==> config.mk <==
export PLATFORM = sky130hd
export DESIGN_NAME = shader_operand_queue
export DESIGN_NICKNAME = d
export VERILOG_FILES = /design/src/rtl/shader_data_pkg.sv /design/src/rtl/shader_operand_pack.sv /design/src/rtl/shader_operand_queue.sv
export SDC_FILE = /design/constraint.sdc
export NUM_CORES = 1
export LEC_CHECK = 0
export ABC_AREA = 1
export BUFFER_PORTS_ARGS = -buffer_cell sky130_fd_sc_hd__buf_4
export CORE_MARGIN = 5
export CORE_UTILIZATION = 42
export CTS_BUF_LIST = sky130_fd_sc_hd__clkbuf_4 sky130_fd_sc_hd__clkbuf_8 sky130_fd_sc_hd__clkbuf_16
export DETAILED_ROUTE_END_ITERATION = 10
export GPL_ROUTABILITY_DRIVEN = 0
export SYNTH_ARGS = -nofsm -noshare
export SYNTH_HDL_FRONTEND = slang
export SYNTH_SLANG_ARGS = --single-unit
==> constraint.sdc <==
create_clock -name clk -period 52.4 [get_ports clk]
set_input_delay 10.48 -clock clk [delete_from_list [all_inputs] [get_ports clk]]
set_output_delay 10.48 -clock clk [all_outputs]
set_load 0.02 [all_outputs]
==> src/rtl/shader_data_pkg.sv <==
// Shared types and helpers for the shader operand path.
package shader_data_pkg;

  localparam int unsigned DEF_WIDTH = 32;
  localparam int unsigned DEF_LANES = 4;

  typedef enum logic {
    MODE_VEC          = 1'b0,
    MODE_SCALAR_BCAST = 1'b1
  } op_mode_e;

  // Bit offset of a lane inside a packed vector operand.
  function automatic int unsigned lane_lsb(input int unsigned lane, input int unsigned width);
    return lane * width;
  endfunction

endpackage

==> src/rtl/shader_operand_pack.sv <==
// Normalises scalar or vector operands into lane-masked vector form.
module shader_operand_pack
  import shader_data_pkg::*;
#(
  parameter int unsigned WIDTH = DEF_WIDTH,
  parameter int unsigned LANES = DEF_LANES
) (
  input  op_mode_e                 mode,
  input  logic [LANES-1:0]         lane_mask,
  input  logic [WIDTH-1:0]         a_s,
  input  logic [WIDTH-1:0]         b_s,
  input  logic [WIDTH-1:0]         c_s,
  input  logic [WIDTH*LANES-1:0]   a_v,
  input  logic [WIDTH*LANES-1:0]   b_v,
  input  logic [WIDTH*LANES-1:0]   c_v,
  output logic [WIDTH*LANES-1:0]   a_n_c,
  output logic [WIDTH*LANES-1:0]   b_n_c,
  output logic [WIDTH*LANES-1:0]   c_n_c
);

  // Inactive lanes stay at the zero default.
  always_comb begin
    a_n_c = '0;
    b_n_c = '0;
    c_n_c = '0;
    for (int unsigned i = 0; i < LANES; i++) begin
      if (lane_mask[i]) begin
        if (mode == MODE_SCALAR_BCAST) begin
          a_n_c[lane_lsb(i, WIDTH) +: WIDTH] = a_s;
          b_n_c[lane_lsb(i, WIDTH) +: WIDTH] = b_s;
          c_n_c[lane_lsb(i, WIDTH) +: WIDTH] = c_s;
        end else begin
          a_n_c[lane_lsb(i, WIDTH) +: WIDTH] = a_v[lane_lsb(i, WIDTH) +: WIDTH];
          b_n_c[lane_lsb(i, WIDTH) +: WIDTH] = b_v[lane_lsb(i, WIDTH) +: WIDTH];
          c_n_c[lane_lsb(i, WIDTH) +: WIDTH] = c_v[lane_lsb(i, WIDTH) +: WIDTH];
        end
      end
    end
  end

endmodule

==> src/rtl/shader_operand_queue.sv <==
// DEPTH-entry first-word fall-through operand queue with enqueue-side normalisation.
module shader_operand_queue
  import shader_data_pkg::*;
#(
  parameter int unsigned WIDTH        = DEF_WIDTH,
  parameter int unsigned LANES        = DEF_LANES,
  parameter int unsigned DEPTH        = 4,
  parameter int unsigned AFULL_THRESH = DEPTH - 1
) (
  input  logic                         clk,
  input  logic                         rst,
  input  logic                         flush,
  input  logic                         in_valid,
  output logic                         in_ready,
  input  logic                         in_mode,
  input  logic [LANES-1:0]             in_lane_mask,
  input  logic [WIDTH-1:0]             in_a_s,
  input  logic [WIDTH-1:0]             in_b_s,
  input  logic [WIDTH-1:0]             in_c_s,
  input  logic [WIDTH*LANES-1:0]       in_a_v,
  input  logic [WIDTH*LANES-1:0]       in_b_v,
  input  logic [WIDTH*LANES-1:0]       in_c_v,
  output logic                         out_valid,
  input  logic                         out_ready,
  output logic                         out_mode,
  output logic [LANES-1:0]             out_lane_mask,
  output logic [WIDTH*LANES-1:0]       out_a_v,
  output logic [WIDTH*LANES-1:0]       out_b_v,
  output logic [WIDTH*LANES-1:0]       out_c_v,
  output logic [$clog2(DEPTH+1)-1:0]   occupancy,
  output logic                         in_afull
);

  localparam int unsigned VEC_W   = WIDTH * LANES;
  localparam int unsigned PTR_W   = $clog2(DEPTH);
  localparam int unsigned CNT_W   = $clog2(DEPTH + 1);
  localparam int unsigned ENTRY_W = 3 * VEC_W + LANES + 1;

  logic [PTR_W-1:0]   wr_ptr_q, wr_ptr_d;
  logic [PTR_W-1:0]   rd_ptr_q, rd_ptr_d;
  logic [CNT_W-1:0]   count_q, count_d;
  logic [ENTRY_W-1:0] mem_q [DEPTH];

  logic [VEC_W-1:0]   a_n, b_n, c_n;
  logic [ENTRY_W-1:0] wr_entry, rd_entry;
  logic               full, push, pop;

  shader_operand_pack #(
    .WIDTH (WIDTH),
    .LANES (LANES)
  ) u_pack (
    .mode      (op_mode_e'(in_mode)),
    .lane_mask (in_lane_mask),
    .a_s       (in_a_s),
    .b_s       (in_b_s),
    .c_s       (in_c_s),
    .a_v       (in_a_v),
    .b_v       (in_b_v),
    .c_v       (in_c_v),
    .a_n_c     (a_n),
    .b_n_c     (b_n),
    .c_n_c     (c_n)
  );

  // in_ready deliberately ignores out_ready: no pass-through when full.
  assign full      = (count_q == CNT_W'(DEPTH));
  assign in_ready  = !full && !flush && !rst;
  assign out_valid = (count_q != '0);
  assign push      = in_valid && in_ready;
  assign pop       = out_valid && out_ready && !flush && !rst;
  assign occupancy = count_q;
  assign in_afull  = (count_q >= CNT_W'(AFULL_THRESH));

  assign wr_entry      = {in_mode, in_lane_mask, a_n, b_n, c_n};
  assign rd_entry      = mem_q[rd_ptr_q];
  assign out_mode      = rd_entry[ENTRY_W-1];
  assign out_lane_mask = rd_entry[3*VEC_W +: LANES];
  assign out_a_v       = rd_entry[2*VEC_W +: VEC_W];
  assign out_b_v       = rd_entry[VEC_W +: VEC_W];
  assign out_c_v       = rd_entry[0 +: VEC_W];

  // Pointer and occupancy next-state; flush drops any same-cycle handshake.
  always_comb begin
    wr_ptr_d = wr_ptr_q;
    rd_ptr_d = rd_ptr_q;
    count_d  = count_q;
    if (flush) begin
      wr_ptr_d = '0;
      rd_ptr_d = '0;
      count_d  = '0;
    end else begin
      if (push) wr_ptr_d = wr_ptr_q + PTR_W'(1);
      if (pop)  rd_ptr_d = rd_ptr_q + PTR_W'(1);
      case ({push, pop})
        2'b10:   count_d = count_q + CNT_W'(1);
        2'b01:   count_d = count_q - CNT_W'(1);
        default: count_d = count_q;
      endcase
    end
  end

  always_ff @(posedge clk) begin
    if (rst) begin
      wr_ptr_q <= '0;
      rd_ptr_q <= '0;
      count_q  <= '0;
    end else begin
      wr_ptr_q <= wr_ptr_d;
      rd_ptr_q <= rd_ptr_d;
      count_q  <= count_d;
    end
  end

  // Payload storage is not reset.
  always_ff @(posedge clk) begin
    if (push) mem_q[wr_ptr_q] <= wr_entry;
  end

endmodule

==> out/results.txt <==
Max-slew violations: 0
Depth of the CTS H-tree: 4
Hold path endpoint: occupancy[0]$_SDFFE_PP0P_
Internal: 2.09 mW
Die ar.: 155,000 µm²
DR iter-0 viols: 3,642
Setup WS pre-CTS: 30.88 ns
PortBufs: 884
Vias: 42,500
Worst R2R Start: occupancy[0]$_SDFFE_PP0P_
Clk buf depth: 3
Post-synthesis cell type count: 19
Setup tns final: 0 ns
Post-Synth Simple-Gate Area: 0.0785
Die Y: 394 µm
Routed WL: 191 mm
Placed instance area: 69,900 µm²
Drt drc: 0
Critical Path AT: 11.03 ns
Final Cell Area: 75,100 µm²
Startpoint types: input port
WP data required: 41.92 ns
Yosys reg bits: 1,565
Top cell by count, worst path: buf_4
RR Endpoint: mem_q[2][179]$_DFFE_PP_
Period minus WS final: 21.51 ns
Post-synthesis mux area share: 0
Compound-Gate Fraction of Synth Area: 0.134
Setup slack after layout: 30.89 ns
Syn Std Cell Area: 62,000 µm²
Vias in the first global route: 40,300
DR WL/cell: 25.0 µm
CP max FO: 3
Detailed Routing Iterations Pass 1: 5
Syn. warnings: 0
Largest family of logic cells by synthesized area: compound AO/OA/AOI/OAI gates
Die width: 394 µm
# setup viols final: 0
Area grow syn2layout: 21.0%
Number of CTS-inserted buffers: 161
Crit path max-delay cell type: buf_4
Core Area: 147,000 µm²
Sw frac: 0.215
Num ports: 885
Xor and xnor fraction of the mapped netlist area: 0
Max stage delay on crit path: 0.16 ns
Highest Clock Rate: 46.5 MHz
Max_cap viols: 0
Status: finished, final reports clean
CTS tree: built
Mapped Cells: 4,800
Clock skew: 0.0412 ns
Worst hold start: occupancy[0]$_SDFFE_PP0P_
Clk pwr share: 0.418
CP Cell Sequence: buf_4 > inv_1 > nand2_1 > a31oi_1 > buf_4
Logic pwr share: 0.057
R2R cell count: 8
Initial antenna violation count: 9
Slew headroom: 0.302
PwrDens: 35.4 nW/µm²
Reg power frac: 0.525
Post-CTS sizing: 0
Cells on Worst Hold Path: 1
Vias per std cell: 5.57
Maximum VDD drop: 22.1 µV
Share of post-route cells with drive strength above 1: 0.214
All-Layer GR Usage: 0.237
Most frequent cells in the layout: edfxtp_1, buf_4, nor2_1
Synth Area in Adders: 0.00133
Leak Pwr: 26.8 nW
Post-DP HPWL: 121 mm
Row count: 141
# hold bufs at CTS: 0
Pin count of the biggest net entering global routing: 199
Final hold vios: 0
Final Util: 0.510
Synth Area per Inst: 12.9 µm²
Clock Sinks: 1,565
Wire length of the first global-routing pass: 275 mm
WHS: 0.488 ns
Hold/Removal Path Class: flop to flop
CTS clock-pin slew for the worst setup and hold paths: 0.06 ns
Clock Tree Root: clkbuf_16
Syn_nets: 5,296
Initial Utilization: 0.421
RSZ-0062 raised after global routing: no
Final ANT Viol Nets: 0
Worst Tran Pin Value: 1.04 ns
Most common cell after layout, fill and taps aside: edfxtp_1
Fin crit share: 0.411
Net Sw Power: 0.571 mW
Crit Path Class: input port to output pin
Final nets: 6,055
Sequential-to-total area share from yosys stat: 0.756
Gr ovfl total: 0
Worst skew pair latency: 0.77 ns
Postcts setup bufs: 0
Worst R2R Setup Slack: 46.96 ns
CP Capture Type: output pin
cells by family (layout without fill, tap and decap cells):
family	Yosys count	after routing
flops	1565	1565
compound gates	1558	1558
simple gates	1293	1293
buf+inv	378	1264
fa+ha+maj	6	6
other cells	0	6
power groups by stage:
stage | registers (mW) | clock network (mW) | logic (mW)
5_1_grt | 1.40 | 1.18 | 0.161
4_1_cts | 1.40 | 1.13 | 0.152
3_5_place_dp | 1.42 | 0 | 0.151
3_3_place_gp | 1.42 | 0 | 0.150
6_report | 1.40 | 1.11 | 0.152
2_1_floorplan | 1.43 | 0 | 0.0639
registers in the layout (all words and copies together) (netlist names), named ones only:
register,count
wr_ptr_q,2
mem_q,1556
occupancy,3
rd_ptr_q,2
layer usage:
layer	global-route usage	vias up	wire, µm
li1	-	19300	-
met5	0	-	44
met3	0.0584	294	15600
met2	0.385	1650	91600
met4	0.0773	6	6230
met1	0.314	21200	77100
worst max-delay path by stage:
stage,from,endpoint,slack [ns]
floorplan,flush,mem_q[0][0]$_DFFE_PP_,24.03
global placement,flush,in_ready,30.86
detailed placement,rst,in_ready,30.88
CTS,rst,in_ready,30.88
global route,rst,in_ready,30.83
finish,rst,in_ready,30.89
Yosys cell counts:
master       n  area, µm²
o21ai_0    781       3910
edfxtp_1  1556      46700
a21oi_1    387       1940
nor2_1     790       2970
nand2_1    495       1860
buf_2       97        485
inv_1       20       75.1
inv_2        1       3.75
clkbuf_1   198        743
clkinv_1     5       18.8
buf_6       35        394
fa_1         1       20.0
nand3_1      6       30.0
dfxtp_1      9        180
o22ai_1    389       2430
buf_4       22        165
ha_1         5       62.6
nand4_1      2       12.5
a31oi_1      1       6.26
critical path, delay by kind of cell:
family,cells,cell delay (ns)
AND/OR/NAND/NOR,1,0.08
AO/OA/AOI/OAI,1,0.15
buffers and inverters,3,0.33
cell type report:
cell class / instances / area [µm²]
fill: 12700 / 72300
clock buffer: 209 / 4510
multi-input combinational: 2857 / 13300
clock inverter: 81 / 641
timing repair buffer: 948 / 7170
inverter: 26 / 130
tap: 1930 / 2410
antenna: 6 / 15.0
sequential: 1565 / 46900
metrics by stage:
stage / total power, mW / instances
after floorplan: 1.49 / 4800
after global placement: 1.57 / 7326
after CTS: 2.68 / 7616
final: 2.66 / 7622
after detailed placement: 1.57 / 7326
after global routing: 2.74 / 7618
Power figures use the tool's default switching activity.
